==> src/rtl/arith_pkg.sv <==
// Shared constants for the arithmetic datapath: default operand width,
// iteration counter width and the multiplier FSM state encoding.
package arith_pkg;

  // Operand width of the datapath; tied to the 4-bit ripple-carry adder.
  localparam int DEFAULT_WIDTH = 4;

  // Iteration counter width; 2**DEFAULT_CNT_W must exceed the operand width.
  localparam int DEFAULT_CNT_W = 3;

  // Multiplier FSM states. Encoding 2'd3 is unused and recovers to IDLE.
  typedef enum logic [1:0] {
    IDLE = 2'd0,
    RUN  = 2'd1,
    DONE = 2'd2
  } mul_state_e;

endpackage

==> src/rtl/shift_add_multiplier_adder.sv <==
// 4-bit ripple-carry adder: the single adder used by the shift-add loop.
module shift_add_multiplier_adder (
  input  logic [3:0] a_i,
  input  logic [3:0] b_i,
  input  logic       cin_i,
  output logic [3:0] sum_o,
  output logic       cout_o
);

  logic carry;

  // Chain four full adders from bit 0 upwards; the final carry is Cout.
  always_comb begin
    carry = cin_i;
    sum_o = '0;
    for (int i = 0; i < 4; i++) begin
      sum_o[i] = a_i[i] ^ b_i[i] ^ carry;
      carry    = (a_i[i] & b_i[i]) | (carry & (a_i[i] ^ b_i[i]));
    end
    cout_o = carry;
  end

endmodule

==> src/rtl/shift_add_multiplier.sv <==
// Sequential unsigned shift-and-add multiplier. One adder, WIDTH iterations.
// A start strobe in IDLE captures A/B; after WIDTH RUN cycles the product is
// registered on entry to DONE, where done pulses for one cycle.
//
// Handshake: start is a request sampled on the rising edge and accepted only
// while busy is low (IDLE). There is no back-pressure on the result: done is a
// single-cycle pulse and Product holds until the next accepted start finishes.
module shift_add_multiplier
  import arith_pkg::*;
#(
  parameter int WIDTH = DEFAULT_WIDTH,
  parameter int CNT_W = DEFAULT_CNT_W
) (
  input  logic               clk,
  input  logic               rst,
  input  logic               start,
  input  logic [WIDTH-1:0]   A,
  input  logic [WIDTH-1:0]   B,
  output logic               busy,
  output logic               done,
  output logic [2*WIDTH-1:0] Product,
  output logic [1:0]         dbg_state_o
);

  mul_state_e state_q, state_d;

  logic [WIDTH-1:0]   mcand_q;
  logic [WIDTH-1:0]   acc_hi_q;
  logic [WIDTH-1:0]   acc_lo_q;
  logic [CNT_W-1:0]   cnt_q;
  logic [2*WIDTH-1:0] product_q;

  logic [WIDTH-1:0]   adder_b;
  logic [WIDTH-1:0]   adder_sum;
  logic               adder_cout;
  logic [2*WIDTH-1:0] shifted;
  logic               last_iter;

  // Multiplier bit gates the multiplicand; an explicit zero keeps X out.
  assign adder_b = acc_lo_q[0] ? mcand_q : '0;

  shift_add_multiplier_adder u_adder (
    .a_i    (acc_hi_q),
    .b_i    (adder_b),
    .cin_i  (1'b0),
    .sum_o  (adder_sum),
    .cout_o (adder_cout)
  );

  // Right shift of the (WIDTH+1)-bit partial sum into the low half; the LSB
  // of acc_lo (the multiplier bit just consumed) drops off. Cout is kept.
  assign shifted   = {adder_cout, adder_sum, acc_lo_q[WIDTH-1:1]};
  assign last_iter = (cnt_q == CNT_W'(WIDTH - 1));

  // State register.
  always_ff @(posedge clk or posedge rst) begin
    if (rst) state_q <= IDLE;
    else     state_q <= state_d;
  end

  // Next-state logic; DONE always returns to IDLE, illegal code recovers.
  always_comb begin
    state_d = state_q;
    case (state_q)
      IDLE:    if (start) state_d = RUN;
      RUN:     if (last_iter) state_d = DONE;
      DONE:    state_d = IDLE;
      default: state_d = IDLE;
    endcase
  end

  // Status outputs decoded from the current state.
  always_comb begin
    busy = 1'b0;
    done = 1'b0;
    case (state_q)
      RUN:  busy = 1'b1;
      DONE: begin
        busy = 1'b1;
        done = 1'b1;
      end
      default: begin
        busy = 1'b0;
        done = 1'b0;
      end
    endcase
  end

  // Datapath: load operands on accept, shift-add during RUN, latch product.
  always_ff @(posedge clk or posedge rst) begin
    if (rst) begin
      mcand_q   <= '0;
      acc_hi_q  <= '0;
      acc_lo_q  <= '0;
      cnt_q     <= '0;
      product_q <= '0;
    end else begin
      case (state_q)
        IDLE: begin
          if (start) begin
            mcand_q  <= A;
            acc_lo_q <= B;
            acc_hi_q <= '0;
            cnt_q    <= '0;
          end
        end
        RUN: begin
          acc_hi_q <= shifted[2*WIDTH-1:WIDTH];
          acc_lo_q <= shifted[WIDTH-1:0];
          cnt_q    <= cnt_q + CNT_W'(1);
          if (last_iter) product_q <= shifted;
        end
        default: begin
          mcand_q <= mcand_q;
        end
      endcase
    end
  end

  assign Product     = product_q;
  assign dbg_state_o = state_q;

endmodule
==> config.mk <==
export PLATFORM = sky130hd
export DESIGN_NAME = shift_add_multiplier
export DESIGN_NICKNAME = d
export VERILOG_FILES = /design/src/rtl/arith_pkg.sv /design/src/rtl/shift_add_multiplier_adder.sv /design/src/rtl/shift_add_multiplier.sv
export SDC_FILE = /design/constraint.sdc
export NUM_CORES = 1
export LEC_CHECK = 0
export BUFFER_PORTS_ARGS = -buffer_cell sky130_fd_sc_hd__buf_2
export CAP_MARGIN = 25
export CORE_MARGIN = 1
export CORE_UTILIZATION = 45
export CTS_CLUSTER_SIZE = 25
export DETAILED_ROUTE_END_ITERATION = 10
export GPL_TIMING_DRIVEN = 0
export HOLD_SLACK_MARGIN = 0.03
export PLACE_DENSITY = 0.77
export SYNTH_ARGS = -nofsm -noshare
export SYNTH_HDL_FRONTEND = slang
export SYNTH_SLANG_ARGS = --single-unit
==> constraint.sdc <==
create_clock -name clk -period 5.6 [get_ports clk]
set_input_delay 0.28 -clock clk [delete_from_list [all_inputs] [get_ports clk]]
set_output_delay 0.28 -clock clk [all_outputs]
set_load 0.02 [all_outputs]
==> results of run 1 <==
==> sequential cells by signal (all words and copies together), names as in the netlist <==
signal	flops
cnt_q	3
dbg_state_o	2
acc_hi_q	4
mcand_q	4
acc_lo_q	4
Product	8
==> metrics by stage <==
stage          instances  hold WS (ns)  power (W)  area (um2)  worst slack, ns
3_5_place_dp         175         0.465   0.000885        1470             3.17
3_3_place_gp         175         0.458   0.000858        1470             3.20
5_1_grt              179         0.175    0.00105        1490             2.96
2_1_floorplan        122         0.307   0.000752        1320             3.30
4_1_cts              179         0.184   0.000963        1490             3.14
6_report             179         0.149   0.000960        1490             3.13
==> layout make-up <==
| type | instances | area, um2 |
|---|---|---|
| inverter | 9 | 33.8 |
| fill | 249 | 1270 |
| timing repair buffer | 22 | 110 |
| sequential | 25 | 626 |
| buffer | 6 | 51.3 |
| tap | 31 | 38.8 |
| multi-input combinational | 82 | 606 |
| clock buffer | 4 | 26.3 |
==> final timing paths <==
| path | end | slack [ns] | depth (start not counted) |
|---|---|---|---|
| worst max-delay path | acc_hi_q[2] | 3.13 | 9 |
| worst min register to register | Product[6] | 0.49 | 2 |
| worst min-delay path | Product[6] | 0.15 | 2 |
| min in group clk | mcand_q[3] | 0.19 | 2 |
| worst max register to register | acc_hi_q[2] | 3.13 | 9 |
| max in group asynchronous | acc_lo_q[0] | 4.89 | 2 |
==> power breakdown <==
part | switching (W) | internal, W | leakage, nW
clock | 0.0000514 | 0.0000278 | 0.0150
sequential | 0.0000613 | 0.000269 | 0.306
combinational | 0.000301 | 0.000250 | 0.390
total | 0.000414 | 0.000546 | 0.711
==> cell families after synthesis <==
| family | Yosys count | synth area share |
|---|---|---|
| fa+ha+maj | 9 | 0.103 |
| compound gates | 31 | 0.144 |
| mux | 13 | 0.116 |
| flops | 25 | 0.475 |
| simple gates | 29 | 0.0979 |
| buf+inv | 15 | 0.0646 |
==> worst reg2reg max path, cell delays in order, from the launching register on <==
cell	delay [ns]
dfrtp_1	0.44
and2_1	0.17
ha_1	0.14
inv_1	0.04
fa_1	0.37
fa_1	0.40
fa_1	0.53
nand2_1	0.06
o21ai_0	0.07
o221ai_1	0.13
==> placed cells by master, fill, tap and decap left out, types with 5 or more instances in the layout <==
master and n:
a21oi_1 7, o22ai_1 8, nand2_1 20, o21ai_0 9, dfrtp_1 25, inv_1 9, mux2_2 10, buf_2 24
ha_1 6, o221ai_1 5
==> Yosys cell counts, types with 3 or more instances <==
cell type and count:
a21oi_1 7, buf_6 3, dfrtp_1 25, fa_1 3
ha_1 6, inv_1 9, mux2_2 10, nand2_1 20
o21ai_0 9, o221ai_1 5, o22ai_1 8
==> routing by layer <==
metal	up-vias	part of all wire	GRT usage
li1	473	-	-
met2	27	0.48	0.267
met3	8	0.036	0.0326
met1	476	0.47	0.234
met4	0	0.021	0.0941
met5	-	0	0
==> flow_summary.toml, run 1 <==
[critical_path]
crit_path_start = "acc_lo_q[0]"
reg2reg_from = "acc_lo_q[0]"
slowest_stage = "fa_1"
cp-end-kind = "flop"
slowest_delay_ns = 0.53
cp.required_ns = 5.80
crit_fanout = 6
crit_family = "adder cells"
start_kind = "flop"
worstPathCellList = "and2_1 -> ha_1 -> inv_1 -> fa_1 -> fa_1 -> fa_1 -> nand2_1 -> o21ai_0 -> o221ai_1"
worstPathArrival_ns = 2.67
crit_type = "reg2reg"
worst-path-buf-inv = 1
path_common_cell = "fa_1"

[place]
port_buffers = 22
place_hpwl_mm = 1.83
gp_congestion = 0.842

[die]
die-area_um2 = 3150
rows = 19
ios = 23
start_util = 0.477
fp.dieW_um = 56.1
core_area_um2 = 2760
die_h_um = 56.1

[synth]
synth_top_area_frac = 0.475
synth-seq-cells = 25
postSynthAreaPerCell_um2 = 10.8
synth.area.top_cells = "dfrtp_1 (48%), mux2_2 (8.6%), ha_1 (5.7%)"
ys.flop_type = "dfrtp_1"
yosysSeqAreaShare = 0.475
synth_area_leader_cell = "dfrtp_1"
yosysWarnings = 0
synth_cells = 122
synth_edf_count = 0
async_flop_share = 1.00
syn-num-nets = 142
netlist_area_um2 = 1320
synth_cell_types = 23

[layout]
syn_to_final_growth_pct = 13.3
layout-drive-gt1-share = 0.311
diodes = 0
final_core_util = 0.541
fin_nets = 169

[timing]
worstMarginPinSlew_ns = 0.931
max_slew_margin = 0.379
skew_ns = 0.00225
hold_viol = 0
finalSetupTns_ns = 0
finalCritPeriodShare = 0.441
finalSetupViolCount = 0
rsz0062_at_grt = "no"
slew_violations = 0
fmax_ghz = 0.405
min_period_ns = 2.47

[cts]
ctsHoldBuffers = 0
cts_tree = "yes"
cts_buffer_depth = 2
post-cts-setup-buffers = 0
cts.clk_slew.worst_paths_ns = 0.13
clock_latency_ns = 0.31
cts.sinks = 25
cts_resized = 0
clockRootBuffer = "clkbuf_4"
h-tree-depth = 1
cts_buffers = 3

[run_status]
status = "finished, final reports clean"

[grt]
grt_max_degree = 26
grt_pass1_vias = 1022
grt_pass1_wl_mm = 4.33
antenna_found_initial = 0
grt.overflow.total = 0
grt_usage = 0.174

[route]
ant_nets = 0
drt-wirelength-per-cell_um = 13.8
viasPerCell = 5.50
drt-initial-drc-count = 27
routed-via-count = 984
drt_wl_total_mm = 2.47
dr.pass1.iters = 4
route.detailed.drc = 0

[power]
powerDensity_nw_per_um2 = 644
ir_drop_uv = 352
p_leak_nw = 0.711

[job]
maxCapViolCount = 0

[worst_hold_path]
hp-class = "in2async"
No activity file was read; power rests on OpenSTA's default activity.
==> inputs of run 2 (changes only) <==
- PLACE_DENSITY: 0.77 -> 0.8
- clock period: 5.6 -> 2.2 ns (I/O delays scaled with it)
==> run 2 against run 1 <==
  * The flow now finishes with violations (setup timing)
  * Critical path depth stayed put
  * Setup slack got worse by 3.2 ns
  * Final area increased by 7.9%
  * Sequential power increased to 2.6 times the previous value
  * Critical path type unchanged
  * Largest cell class is now multi-input gates
  * Largest power group unchanged
  * Highest routed layer unchanged
==> flow_summary.toml, run 2 (synthesis gave the netlist of run 1 again) <==
[run_status]
status = "finished, violations left"
violations = "setup timing"

[layout]
largest_reg_flops = 8
mostFrequentLayoutCell = "dfrtp_1"
layout_common_cells = "dfrtp_1 (25), buf_2 (24), nand2_1 (20)"
final_core_util = 0.583
diodes = 0
fin_nets = 179
layout-drive-gt1-share = 0.361
syn_to_final_growth_pct = 22.2

[power]
ir_drop_uv = 1110
powerDensity_nw_per_um2 = 1650
p_leak_nw = 0.759

[die]
core_area_um2 = 2760
rows = 19
ios = 23
die_h_um = 56.1
start_util = 0.477
die-area_um2 = 3150
fp.dieW_um = 56.1

[cts]
clockRootBuffer = "clkbuf_4"
cts_tree = "yes"
cts_buffer_depth = 2
cts_buffers = 3
h-tree-depth = 1
cts.clk_slew.worst_paths_ns = 0.14
clock_latency_ns = 0.33
cts.sinks = 25

[critical_path]
rr_endpoint = "acc_hi_q[2]"
worstPathArrival_ns = 2.47
cp.required_ns = 2.40
cp-end-kind = "flop"
crit_fanout = 2
r2r_setup_slack_ns = -0.07
start_kind = "flop"
reg2reg_depth = 9
reg2reg_from = "acc_lo_q[0]"
crit_type = "reg2reg"

[job]
maxCapViolCount = 0

[timing]
worstMarginPinSlew_ns = 0.552
setup_ws_ns = -0.0699
finalCritPeriodShare = 1.03
whs_ns = 0.0766
slew_violations = 0
rsz0062_at_grt = "yes"
fmax_ghz = 0.441
min_period_ns = 2.27
skew_ns = 0.00634
finalSetupViolCount = 1
hold_viol = 0
max_slew_margin = 0.632

[grt]
grt_usage = 0.185
grt_max_degree = 26
grt.overflow.total = 0
grt_pass1_wl_mm = 4.57
grt_pass1_vias = 1072
antenna_found_initial = 0

[route]
drt_wl_total_mm = 2.79
drt-initial-drc-count = 28
routed-via-count = 1022
viasPerCell = 5.41
route.detailed.drc = 0
drt-wirelength-per-cell_um = 14.8
dr.pass1.iters = 4
ant_nets = 0

[place]
port_buffers = 22
place_hpwl_mm = 1.93
gp_congestion = 0.781

[worst_hold_path]
holdCritStartpoint = "B[2]"
hp-class = "in2reg"
min_to = "acc_lo_q[2]"
whs_path_depth = 3
## run 2: cell types whose count changed in the layout (fill, tap and decap cells not counted), moves of 2 or more
cell,before,now
fa_2,0,3
buf_4,1,5
o21ai_0,9,7
fa_1,3,0
o21ai_1,1,3
dlygate4sd3_1,0,5
## run 2: what timing repair did
item	CTS	global route
gates resized for setup	0	7
pin swaps	3	1
endpoints found under the hold margin	29	0
hold buffers	5	0
endpoints found under the setup margin	4	3
setup buffers	3	1
cloned	0	0
## run 2: worst max-delay path, cell delays in order (launching register included)
cell and delay, ns:
dfrtp_1 0.38, and2_4 0.15, ha_4 0.12, inv_2 0.03
fa_2 0.34, fa_2 0.35, fa_2 0.54, nand2_1 0.05
o21ai_1 0.07, o221ai_1 0.11
## run 2: metrics by stage
step                      instance area [um2]  setup WS (ns)  power (W)  setup TNS (ns)  std cells
after floorplan                          1320        -0.0768    0.00193         -0.0768        122
after global placement                   1470         -0.171    0.00219          -0.227        175
after detailed placement                 1470         -0.209    0.00230          -0.388        175
after CTS                                1570        -0.0264    0.00257         -0.0421        187
after global routing                     1610         -0.113    0.00286          -0.127        189
final                                    1610        -0.0699    0.00266         -0.0699        189
## run 2: layout make-up
class                   count  area (um2)
well taps                  31        38.8
fillers                   236        1150
plain buffers               6        51.3
flip-flops and latches     25         626
clock buffers               4        26.3
repair buffers             32         205
multi-input cells          82         628
inverters                   9        33.8
## run 2: worst max-delay path by stage
stage / from / to / slack [ns]
finish: acc_lo_q[0] / acc_hi_q[2] / -0.07
floorplan: acc_lo_q[0] / acc_hi_q[2] / -0.08
global route: acc_lo_q[0] / acc_hi_q[2] / -0.11
global placement: acc_lo_q[0] / acc_hi_q[2] / -0.17
detailed placement: acc_lo_q[0] / acc_hi_q[2] / -0.21
CTS: acc_lo_q[0] / acc_hi_q[2] / -0.03
## run 2: metal layers
layer,up-vias,global-route usage,part of all wire
met5,-,0,0
met4,0,0.0627,0.0079
met3,2,0.0395,0.028
met2,24,0.316,0.53
met1,501,0.231,0.44
li1,495,-,-
## run 2: power by group
group / leakage (nW) / switching [W] / internal [W] / total [W]
sequential: 0.306 / 0.000160 / 0.000685 / 0.000845
combinational: 0.438 / 0.000845 / 0.000756 / 0.00160
clock: 0.0150 / 0.000142 / 0.0000711 / 0.000213
total: 0.759 / 0.00115 / 0.00151 / 0.00266
==> inputs of run 3 (changes only) <==
- CORE_MARGIN: 1 -> 5
==> run 3 against run 2 <==
  * The flow still finishes with violations (setup timing)
  * Setup slack worse by 0.0058 ns
  * Global-route usage down 3.8 points
  * Clock-buffer cell count unchanged
  * Maximum frequency down 0.25%
  * Highest routed layer unchanged
  * Wire length down 0.50%
  * Worst hold slack worse by 0.038 ns
==> flow_summary.toml, run 3 (synthesis gave the netlist of run 1 again) <==
[worst_hold_path]
hp-class = "in2reg"

[power]
p_leak_nw = 0.745
powerDensity_nw_per_um2 = 1640
ir_drop_uv = 913

[timing]
fmax_ghz = 0.439
setup_ws_ns = -0.0756
rsz0062_at_grt = "yes"
slew_violations = 0
skew_ns = 0.00441
finalCritPeriodShare = 1.03
finalSetupTns_ns = -0.0770
max_slew_margin = 0.370
min_period_ns = 2.28
hold_viol = 0
finalSetupViolCount = 2
worstMarginPinSlew_ns = 0.944

[critical_path]
slowest_stage = "fa_1"
cp.required_ns = 2.39
r2r_setup_slack_ns = -0.08
crit_type = "reg2reg"
slowest_delay_ns = 0.51
start_kind = "flop"
worstPathArrival_ns = 2.46
cp-end-kind = "flop"
path_common_cell = "fa_2"
worstPathCellList = "and2_4 -> ha_4 -> inv_2 -> fa_2 -> fa_2 -> fa_1 -> nand2_1 -> o21ai_1 -> o221ai_1"
crit_fanout = 2

[die]
fp.dieW_um = 64.1
die-area_um2 = 4110
ios = 23
start_util = 0.473
rows = 19
core_area_um2 = 2780
die_h_um = 64.1

[layout]
fillers = 223
diodes = 0
instances_no_fill = 186
mostFrequentLayoutCell = "dfrtp_1"
largest_reg_flops = 8
final_cell_area_um2 = 1580
syn_to_final_growth_pct = 19.9
layout-drive-gt1-share = 0.355
fin_nets = 176
layout_common_cells = "dfrtp_1 (25), buf_2 (24), nand2_1 (20)"

[cts]
cts_buffer_depth = 2
cts.clk_slew.worst_paths_ns = 0.13
cts.sinks = 25
h-tree-depth = 1
clockRootBuffer = "clkbuf_4"
cts_buffers = 3
clock_latency_ns = 0.31
cts_tree = "yes"

[grt]
grt_pass1_wl_mm = 4.92
grt_usage = 0.146
grt.overflow.total = 0
grt_max_degree = 26
grt_pass1_vias = 1104
antenna_found_initial = 0

[place]
port_buffers = 22
postPlaceCellArea_um2 = 1470
place_hpwl_mm = 2.10
dp_cells = 175
gp_congestion = 0.832

[route]
drt_wl_total_mm = 2.78
route.detailed.drc = 0
viasPerCell = 5.51
routed-via-count = 1025
ant_nets = 0
drt-initial-drc-count = 40
drt-wirelength-per-cell_um = 14.9
dr.pass1.iters = 4

[job]
maxCapViolCount = 0

[run_status]
violations = "setup timing"
status = "finished, violations left"
[run 3: changes by cell type in the layout (fill, tap and decap cells not counted), sizes merged]
cell,previous run,this run
dlygate4sd3,5,4
buf,33,31
[run 3: metrics by stage]
| step | hold slack [ns] | total power (W) | setup slack [ns] | utilization |
|---|---|---|---|---|
| global route | 0.0356 | 0.00285 | -0.142 | 0.567 |
| finish | 0.0387 | 0.00259 | -0.0756 | 0.567 |
| detailed placement | 0.351 | 0.00229 | -0.311 | 0.529 |
| floorplan | 0.137 | 0.00193 | -0.0768 | - |
| CTS | 0.0328 | 0.00260 | -0.0778 | 0.562 |
| global placement | 0.343 | 0.00220 | -0.168 | 0.529 |
[run 3: timing repair]
item	4_1_cts	5_1_grt
hold buffers	3	1
resized for setup	6	1
pin swaps	6	0
setup buffers	3	0
hold endpoints to repair	27	1
endpoints found under the setup margin	4	3
[run 3: worst max-delay path: cells and delay by family, from the launching register on]
| kind | cells | cell delay (ns) |
|---|---|---|
| adders and majority gates | 4 | 1.33 |
| DFF | 1 | 0.39 |
| and+or+nand+nor | 2 | 0.22 |
| AOI/OAI and AO/OA | 2 | 0.20 |
| buffers and inverters | 1 | 0.03 |
[run 3: power breakdown]
part | switching, W | internal (W)
Clock | 0.000127 | 0.0000708
Combinational | 0.000824 | 0.000729
Sequential | 0.000157 | 0.000685
[run 3: metal layers]
layer,track usage,vias up,routed length [um]
li1,-,492,-
met1,0.173,499,1160
met2,0.263,28,1450
met3,0.0455,6,144
met4,0.0234,0,20
met5,0,-,0
[run 3: final cells by class]
type	count	area (um2)	share of cell area
plain buffers	6	51.3	0.0325
clock buffers	4	26.3	0.0167
inverters	9	33.8	0.0214
multi-input cells	82	629	0.399
flip-flops and latches	25	626	0.397
well taps	31	38.8	0.0246
repair buffers	29	173	0.109
[run 3: final timing paths]
kind	from	endpoint	cells after the start
min in group asynchronous	rst	acc_hi_q[2]	3
setup reg to reg	acc_lo_q[0]	acc_hi_q[2]	9
setup / recovery	acc_lo_q[0]	acc_hi_q[2]	9
hold reg to reg	Product[6]	Product[6]	2
hold / removal	A[0]	mcand_q[0]	2
max in group asynchronous	rst	Product[4]	3
